### src/rtl/router_fsm.sv
// Control FSM for the 1x3 router: decodes the header destination, paces header,
// payload and parity writes into the output FIFOs, and stalls the source.
//  state | meaning
//  DA    | waiting for a header; latches dest
//  LFD   | header byte written through the register block
//  LD    | payload streaming into the destination FIFO
//  WTE   | destination FIFO still holds an older packet
//  FFS   | destination FIFO full, writes paused
//  LAF   | write the byte held back while the FIFO was full
//  LP    | parity byte written
//  CPE   | parity compare in the register block
module router_fsm (
    input  logic       clock,
    input  logic       reset,
    input  logic       pkt_valid,
    input  logic [1:0] data_in,
    input  logic       fifo_full,
    input  logic       fifo_empty_0,
    input  logic       fifo_empty_1,
    input  logic       fifo_empty_2,
    input  logic       soft_reset_0,
    input  logic       soft_reset_1,
    input  logic       soft_reset_2,
    input  logic       parity_done,
    input  logic       low_pkt_valid,
    output logic [1:0] dest,
    output logic       detect_add,
    output logic       lfd_state,
    output logic       ld_state,
    output logic       laf_state,
    output logic       full_state,
    output logic       rst_int_reg,
    output logic       write_enb_reg,
    output logic       busy
);

    typedef enum logic [2:0] {
        DA  = 3'd0,
        LFD = 3'd1,
        LD  = 3'd2,
        WTE = 3'd3,
        FFS = 3'd4,
        LAF = 3'd5,
        LP  = 3'd6,
        CPE = 3'd7
    } state_t;

    state_t     state_q, state_d;
    logic [1:0] dest_d;
    logic [3:0] empty_vec;
    logic [3:0] soft_vec;
    logic       hdr_ok;

    // Address 3 maps to a constant 0 so invalid headers can never index past the FIFOs.
    assign empty_vec = {1'b0, fifo_empty_2, fifo_empty_1, fifo_empty_0};
    assign soft_vec  = {1'b0, soft_reset_2, soft_reset_1, soft_reset_0};
    assign hdr_ok    = pkt_valid && (data_in != 2'b11);

    always_comb begin
        state_d = state_q;
        dest_d  = dest;
        case (state_q)
            DA: begin
                if (hdr_ok) begin
                    dest_d  = data_in;
                    state_d = empty_vec[data_in] ? LFD : WTE;
                end
            end
            WTE:     state_d = empty_vec[dest] ? LFD : WTE;
            LFD:     state_d = LD;
            LD: begin
                if (fifo_full)       state_d = FFS;
                else if (!pkt_valid) state_d = LP;
                else                 state_d = LD;
            end
            FFS:     state_d = fifo_full ? FFS : LAF;
            LAF: begin
                if (parity_done)        state_d = DA;
                else if (low_pkt_valid) state_d = LP;
                else                    state_d = LD;
            end
            LP:      state_d = CPE;
            CPE:     state_d = fifo_full ? FFS : DA;
            default: state_d = DA;
        endcase
        // A read-timeout on the selected destination abandons the packet.
        if ((state_q != DA) && soft_vec[dest]) state_d = DA;
    end

    always_ff @(posedge clock) begin
        if (reset) begin
            state_q       <= DA;
            dest          <= 2'b00;
            detect_add    <= 1'b1;
            lfd_state     <= 1'b0;
            ld_state      <= 1'b0;
            laf_state     <= 1'b0;
            full_state    <= 1'b0;
            rst_int_reg   <= 1'b0;
            write_enb_reg <= 1'b0;
            busy          <= 1'b0;
        end else begin
            state_q       <= state_d;
            dest          <= dest_d;
            detect_add    <= (state_d == DA);
            lfd_state     <= (state_d == LFD);
            ld_state      <= (state_d == LD);
            laf_state     <= (state_d == LAF);
            full_state    <= (state_d == FFS);
            rst_int_reg   <= (state_d == CPE);
            write_enb_reg <= (state_d == LD) || (state_d == LP) || (state_d == LAF);
            busy          <= !((state_d == DA) || (state_d == LD));
        end
    end

endmodule

### config.mk
export PLATFORM = sky130hd
export DESIGN_NAME = router_fsm
export DESIGN_NICKNAME = d
export VERILOG_FILES = /design/src/rtl/router_fsm.sv
export SDC_FILE = /design/constraint.sdc
export NUM_CORES = 1
export LEC_CHECK = 0
export CORE_MARGIN = 2
export CORE_UTILIZATION = 41
export CTS_CLUSTER_SIZE = 20
export DETAILED_ROUTE_END_ITERATION = 10
export GPL_ROUTABILITY_DRIVEN = 0
export PLACE_DENSITY = 0.75
export SKIP_CTS_REPAIR_TIMING = 1
export SYNTH_ARGS = -nofsm -noshare
export SYNTH_HDL_FRONTEND = slang
export SYNTH_SLANG_ARGS = --single-unit
### constraint.sdc
create_clock -name clock -period 1.7 [get_ports clock]
set_input_delay 0.17 -clock clock [delete_from_list [all_inputs] [get_ports clock]]
set_output_delay 0.17 -clock clock [all_outputs]
set_load 0.02 [all_outputs]
Word level (Yosys, flattened, before mapping)

Index checks and enable logic that the tools add are counted.

Register bits: 13
Input bits: 14
Word-level logic and storage cells: 53
Output and inout port bits: 10

$lt $le $gt $ge: 2
Multiplexer cells: 17
Reductions and logical operators: 10
Equal/unequal tests: 14

Operators with widths:

| kind                                                 | number |
|---|---|
| equality test 3 bit (second input constant)          | 8 |
| case mux 3 bit (8 select lines)                      | 1 |
| two-way mux 3 bit                                    | 7 |
| equality test 3 x 2 -> 1 bit (second input constant) | 3 |
| binary-select mux 1 bit (select 2 bit)               | 3 |
| equality test 3 x 1 -> 1 bit (second input constant) | 2 |
| logical NOT 3 bit                                    | 2 |
| < comparator 2 x 3 -> 1 bit (second input constant)  | 2 |
| two-way mux 1 bit                                    | 4 |
| two-way mux 2 bit                                    | 2 |
| logical OR 1 bit                                     | 3 |
| nonzero test 3 bit                                   | 1 |
| logical AND 1 bit                                    | 2 |
| inequality test 2 bit (second input constant)        | 1 |
| AND reduction 2 bit                                  | 1 |
| logical NOT 1 bit                                    | 1 |

Logic depth before layout (Yosys ltp)

Gate-level depths: netlist of run 1.

Depth after elaboration: 9
Depth in mapped cells: 5
Depth with buffers taken out: 5

Worst setup path before layout of run 1

No wires, ideal clock.

Kind: register to register
From: reg dest[1]
To: reg busy
Setup time: 0.120 ns
Data arrival time: 1.391 ns
Data required time: 1.580 ns
Setup slack: 0.189 ns
Stages on the path, launching flop included: 6
Cell sequence: dfxtp_1 -> mux2i_1 -> o21ai_2 -> o22ai_2 -> and2_1 -> or2_1

Cells in the longest elaborated chain, start to end: 8

RTL lines:

| item                                                                     | RTL line | source |
|---|---|---|
| from (decl)                                                              | 26       | `output logic [1:0] dest,` |
| from (signal assigned)                                                   | 104      | `dest <= dest_d;` |
| binary-select mux 1 bit (select 2 bit)                                   | 69       | `WTE: state_d = empty_vec[dest] ? LFD : WTE;` |
| two-way mux 1 bit (not written as such)                                  | 69       |  |
| two-way mux 2 bit                                                        | 69       |  |
| case mux 3 bit (8 select lines)                                          | 62       | `case (state_q)` |
| two-way mux 3 bit *                                                      | 87       | `if ((state_q != DA) && soft_vec[dest]) state_d = DA;` |
| equality test 3 x 2 -> 1 bit / logical NOT 3 bit (equally long branches) | 112      | `busy <= !((state_d == DA) \|\| (state_d == LD));` |
| logical OR 1 bit *                                                       | 112      |  |
| logical NOT 1 bit *                                                      | 112      |  |
| to (signal assigned)                                                     | 112      |  |
| to (decl)                                                                | 34       | `output logic busy` |

Every way passes the cells marked *; elsewhere a longest branch is shown, timed or not. The select of a mux whose other input is x is not followed.
A chain may end at the register's enable or synchronous reset.

Worst setup path after layout of run 1

From: reg state_q[2]
To: reg write_enb_reg

Cells in the longest elaborated chain, start to end: 6

RTL lines:

| item                                                                        | RTL line | source |
|---|---|---|
| from (decl)                                                                 | 48       | `state_t state_q, state_d;` |
| from (signal assigned)                                                      | 103      | `state_q <= state_d;` |
| equality test 3 bit, or another cell as far along                           | 62       |  |
| case mux 3 bit (8 select lines) / logical AND 1 bit (equally long branches) | 62, 87   |  |
| two-way mux 3 bit *                                                         | 87       |  |
| equality test 3 x 2 -> 1 bit / equality test 3 bit (equally long branches)  | 111      | `write_enb_reg <= (state_d == LD) \|\| (state_d == LP) \|\| (state_d == LAF);` |
| logical OR 1 bit                                                            | 111      |  |
| logical OR 1 bit *                                                          | 111      |  |
| to (signal assigned)                                                        | 111      |  |
| to (decl)                                                                   | 33       | `output logic write_enb_reg,` |

Every way passes the cells marked *; elsewhere a longest branch is shown, timed or not.

==> results.toml, run 1 <==
[clocking]
tritoncts = "built"
h-tree-depth = 1
clkLatencyLatePin_ns = 0.26
cts_inserted_buffers = 3
ctsLongestPathBuffers = 2
clkSlewWorstSetupHoldPaths_ns = 0.07
numClockSinks = 13
clk_root_buffer_cell = "sky130_fd_sc_hd__clkbuf_4"

[setup_path]
crit_path_max_fanout = 7
crit_type = "reg -> reg"
reg2reg_setup_slack_ns = 0.12
timing.critical_path.to_type = "flip-flop"
ff_to_ff_path_depth = 5
startpoint_class_of_the_critical_path = "flip-flop"
worst-endpoint-required_ns = 1.90
r2r-end = "write_enb_reg"
critical_path.reg2reg.startpoint = "state_q[2]"
timing.critical_path.arrival_ns = 1.78

[die]
floorplan.initialDensity_pct = 43.2
die_h_um = 43.4
fp-row-count = 14
die_span_x_um = 43.4
design.portCount = 24
die_area_mm2 = 0.00188
fp.coreArea_mm2 = 0.00147

[final_layout]
top_register = "state_q"
layout-drive-gt1-share_pct = 15.6
final_cell_count_no_fill = 112
area_growth_pct = 48.2
antenna_cells = 0
fin_nets = 111
largest_registers = "state_q: 3 flops, dest: 2 flops"
max_reg_flops = 3

[synth]
postSynthNetCount = 79
syn_avg_cell_area_um2 = 9.78
asyncSetResetFlopFracSynth_pct = 0
mappedNetlistArea_um2 = 636
post_synth_inst_count = 65
sequential_fraction_of_the_synthesis_area_pct = 40.9
post_synth_and_or_nand_nor_area_fraction_pct = 30.5
largest_family_of_logic_cells_by_synthesized_area = "simple AND/OR/NAND/NOR gates"
ys.flop_type = "sky130_fd_sc_hd__dfxtp_1"
synthDistinctLibCells = 31
synth-compound-area-share_pct = 19.7
synth.ff_latch_count = 13
synthXorXnorAreaFrac_pct = 1.38
synth_fa_ha_area_share_pct = 0
synth_edf_count = 0
multiplexer_fraction_of_the_synthesized_cell_area_pct = 6.30
synthesis.yosys.warnings = 0

[timing]
worst-slew-pin-transition_ns = 0.426
grt_setup_unrepaired = "false"
timing_hold_violations_final = 0
timing.final.ws_setup_ns = 0.117
worst_slew_margin_rel_pct = 71.4
achievable-frequency_mhz = 632
final_period_minus_worst_setup_slack_ns = 1.58
timing.final.setup_violations = 0
count_of_pins_over_their_slew_limit = 0
finalClockSkew_ns = 0.00201
period_share_pct = 93.1

[drt]
ant_nets = 0
drt_drc_violations_left = 0
num_vias = 566
drt_first_iter_violations = 2
final_routed_wire_length_divided_by_cell_count_um = 12.1
via_per_inst = 5.05
route.final.wire_length_um = 1360
dr.pass1.iters = 3

[power_and_ir_drop]
power.density_mw_per_mm2 = 785
leakage_nw = 0.369
worst_ir_drop_vdd_uv = 482

[place]
dpl_worst_slack_ns = -0.0261
port_buffers = 23
dpl.hpwl_um = 1110
post-place-cells = 107

[global_route]
grt_overflow = 0
grtUsageTotal_pct = 15.9
number_of_global_route_vias_before_repair = 536
grt_pass1_wl_um = 2280
pin_count_of_the_biggest_net_entering_global_routing = 8
grt_antenna_before_repair = 0

[hold_path]
startpoint_of_the_tightest_hold_check_path = "dest[1]"
min_path_type = "reg -> reg"
worstHoldPathCells = 2
holdPathEnd = "dest[1]"

[job]
timing.max_cap.violations = 0

[outcome]
outcome = "finished clean"
## area by class of cell
type                       instances  area [um2]
tap                               16        20.0
fill                             139         529
sequential                        13         260
multi-input combinational         50         368
clock buffer                       4        26.3
timing repair buffer              27         260
inverter                           2        7.51
## placed cells by master, fill, tap and decap left out, types with 2 or more instances in the layout
cell / n
sky130_fd_sc_hd__clkdlybuf4s50_1: 23
sky130_fd_sc_hd__dfxtp_1: 13
sky130_fd_sc_hd__nor2_1: 9
sky130_fd_sc_hd__mux2i_1: 4
sky130_fd_sc_hd__buf_4: 4
sky130_fd_sc_hd__nor2b_1: 3
sky130_fd_sc_hd__clkbuf_4: 3
sky130_fd_sc_hd__nand2_2: 2
sky130_fd_sc_hd__nor3_1: 2
sky130_fd_sc_hd__a22oi_1: 2
sky130_fd_sc_hd__and2_1: 2
sky130_fd_sc_hd__inv_1: 2
sky130_fd_sc_hd__o21ai_1: 2
sky130_fd_sc_hd__nor3b_1: 2
sky130_fd_sc_hd__nand2_1: 2
sky130_fd_sc_hd__or2_1: 2
## cells in the mapped netlist, types with 2 or more instances
master / count / area (um2)
sky130_fd_sc_hd__dfxtp_1: 13 / 260
sky130_fd_sc_hd__mux2i_1: 4 / 40.0
sky130_fd_sc_hd__inv_1: 2 / 7.51
sky130_fd_sc_hd__or2_1: 2 / 12.5
sky130_fd_sc_hd__o21ai_1: 2 / 10.0
sky130_fd_sc_hd__a22oi_1: 2 / 15.0
sky130_fd_sc_hd__nor3b_1: 2 / 15.0
sky130_fd_sc_hd__nand2_1: 2 / 7.51
sky130_fd_sc_hd__nor3_1: 2 / 10.0
sky130_fd_sc_hd__and2_1: 2 / 12.5
sky130_fd_sc_hd__nor2b_1: 3 / 18.8
sky130_fd_sc_hd__nand2_2: 2 / 12.5
sky130_fd_sc_hd__nor2_1: 9 / 33.8
## worst max-delay path, cell delays in order, from the launching register on
cell and delay (ns):
sky130_fd_sc_hd__dfxtp_1 0.49, sky130_fd_sc_hd__xor2_1 0.12, sky130_fd_sc_hd__a22oi_1 0.21, sky130_fd_sc_hd__o22ai_2 0.13, sky130_fd_sc_hd__nor4_1 0.39, sky130_fd_sc_hd__o21bai_1 0.17
## cell families (layout without fill, tap and decap cells)
group | count (synthesis) | count (layout)
xor gates and xnor gates | 1 | 1
buffers and inverters | 2 | 33
DFF | 13 | 13
muxes | 4 | 4
and+or+nand+nor | 32 | 32
AOI/OAI and AO/OA | 13 | 13
## worst max path at each step
| stage | startpoint | to | slack [ns] | depth (start not counted) |
|---|---|---|---|---|
| final | state_q[2] | write_enb_reg | 0.12 | 5 |
| after global routing | dest[1] | detect_add | 0.01 | 5 |
| after CTS | state_q[1] | write_enb_reg | 0.07 | 5 |
| after detailed placement | fifo_full | write_enb_reg | -0.03 | 6 |
| after global placement | fifo_full | ld_state | -0.02 | 6 |
| after floorplan | dest[1] | busy | 0.19 | 5 |
## per-layer routing
metal	global-route usage (%)	up-vias	routed length, um
met5	0	-	0
li1	-	293	-
met3	6.25	0	64
met2	26.6	11	644
met1	20.1	262	646
met4	1.82	0	0
## report_power, final
group	switching (W)	internal, W
Combinational	0.000102	0.000115
Sequential	0.0000209	0.000326
Clock	0.0000851	0.0000907
Total	0.000208	0.000532
## through the flow
step / TNS, ns / util (%) / area, um2 / power (W) / hold slack [ns]
after floorplan: 0 / - / 636 / 0.000467 / 0.242
after detailed placement: -0.0426 / 61.7 / 908 / 0.000567 / 0.577
after CTS: 0 / 63.5 / 935 / 0.000746 / 0.589
final: 0 / 64.0 / 942 / 0.000740 / 0.578
after global routing: 0 / 64.0 / 942 / 0.000789 / 0.624
after global placement: -0.0309 / 61.7 / 908 / 0.000563 / 0.563
No activity file was read; power rests on OpenSTA's default activity.
==> inputs of run 2 (changes only) <==
--- a/config.mk
+++ b/config.mk
@@ -5,6 +5,7 @@
 export SDC_FILE = /design/constraint.sdc
 export NUM_CORES = 1
 export LEC_CHECK = 0
+export CAP_MARGIN = 25
 export CORE_MARGIN = 2
 export CORE_UTILIZATION = 41
 export CTS_CLUSTER_SIZE = 20
==> results of run 2 <==
Same layout as run 1: the final DEF is identical, and so are final timing and power.
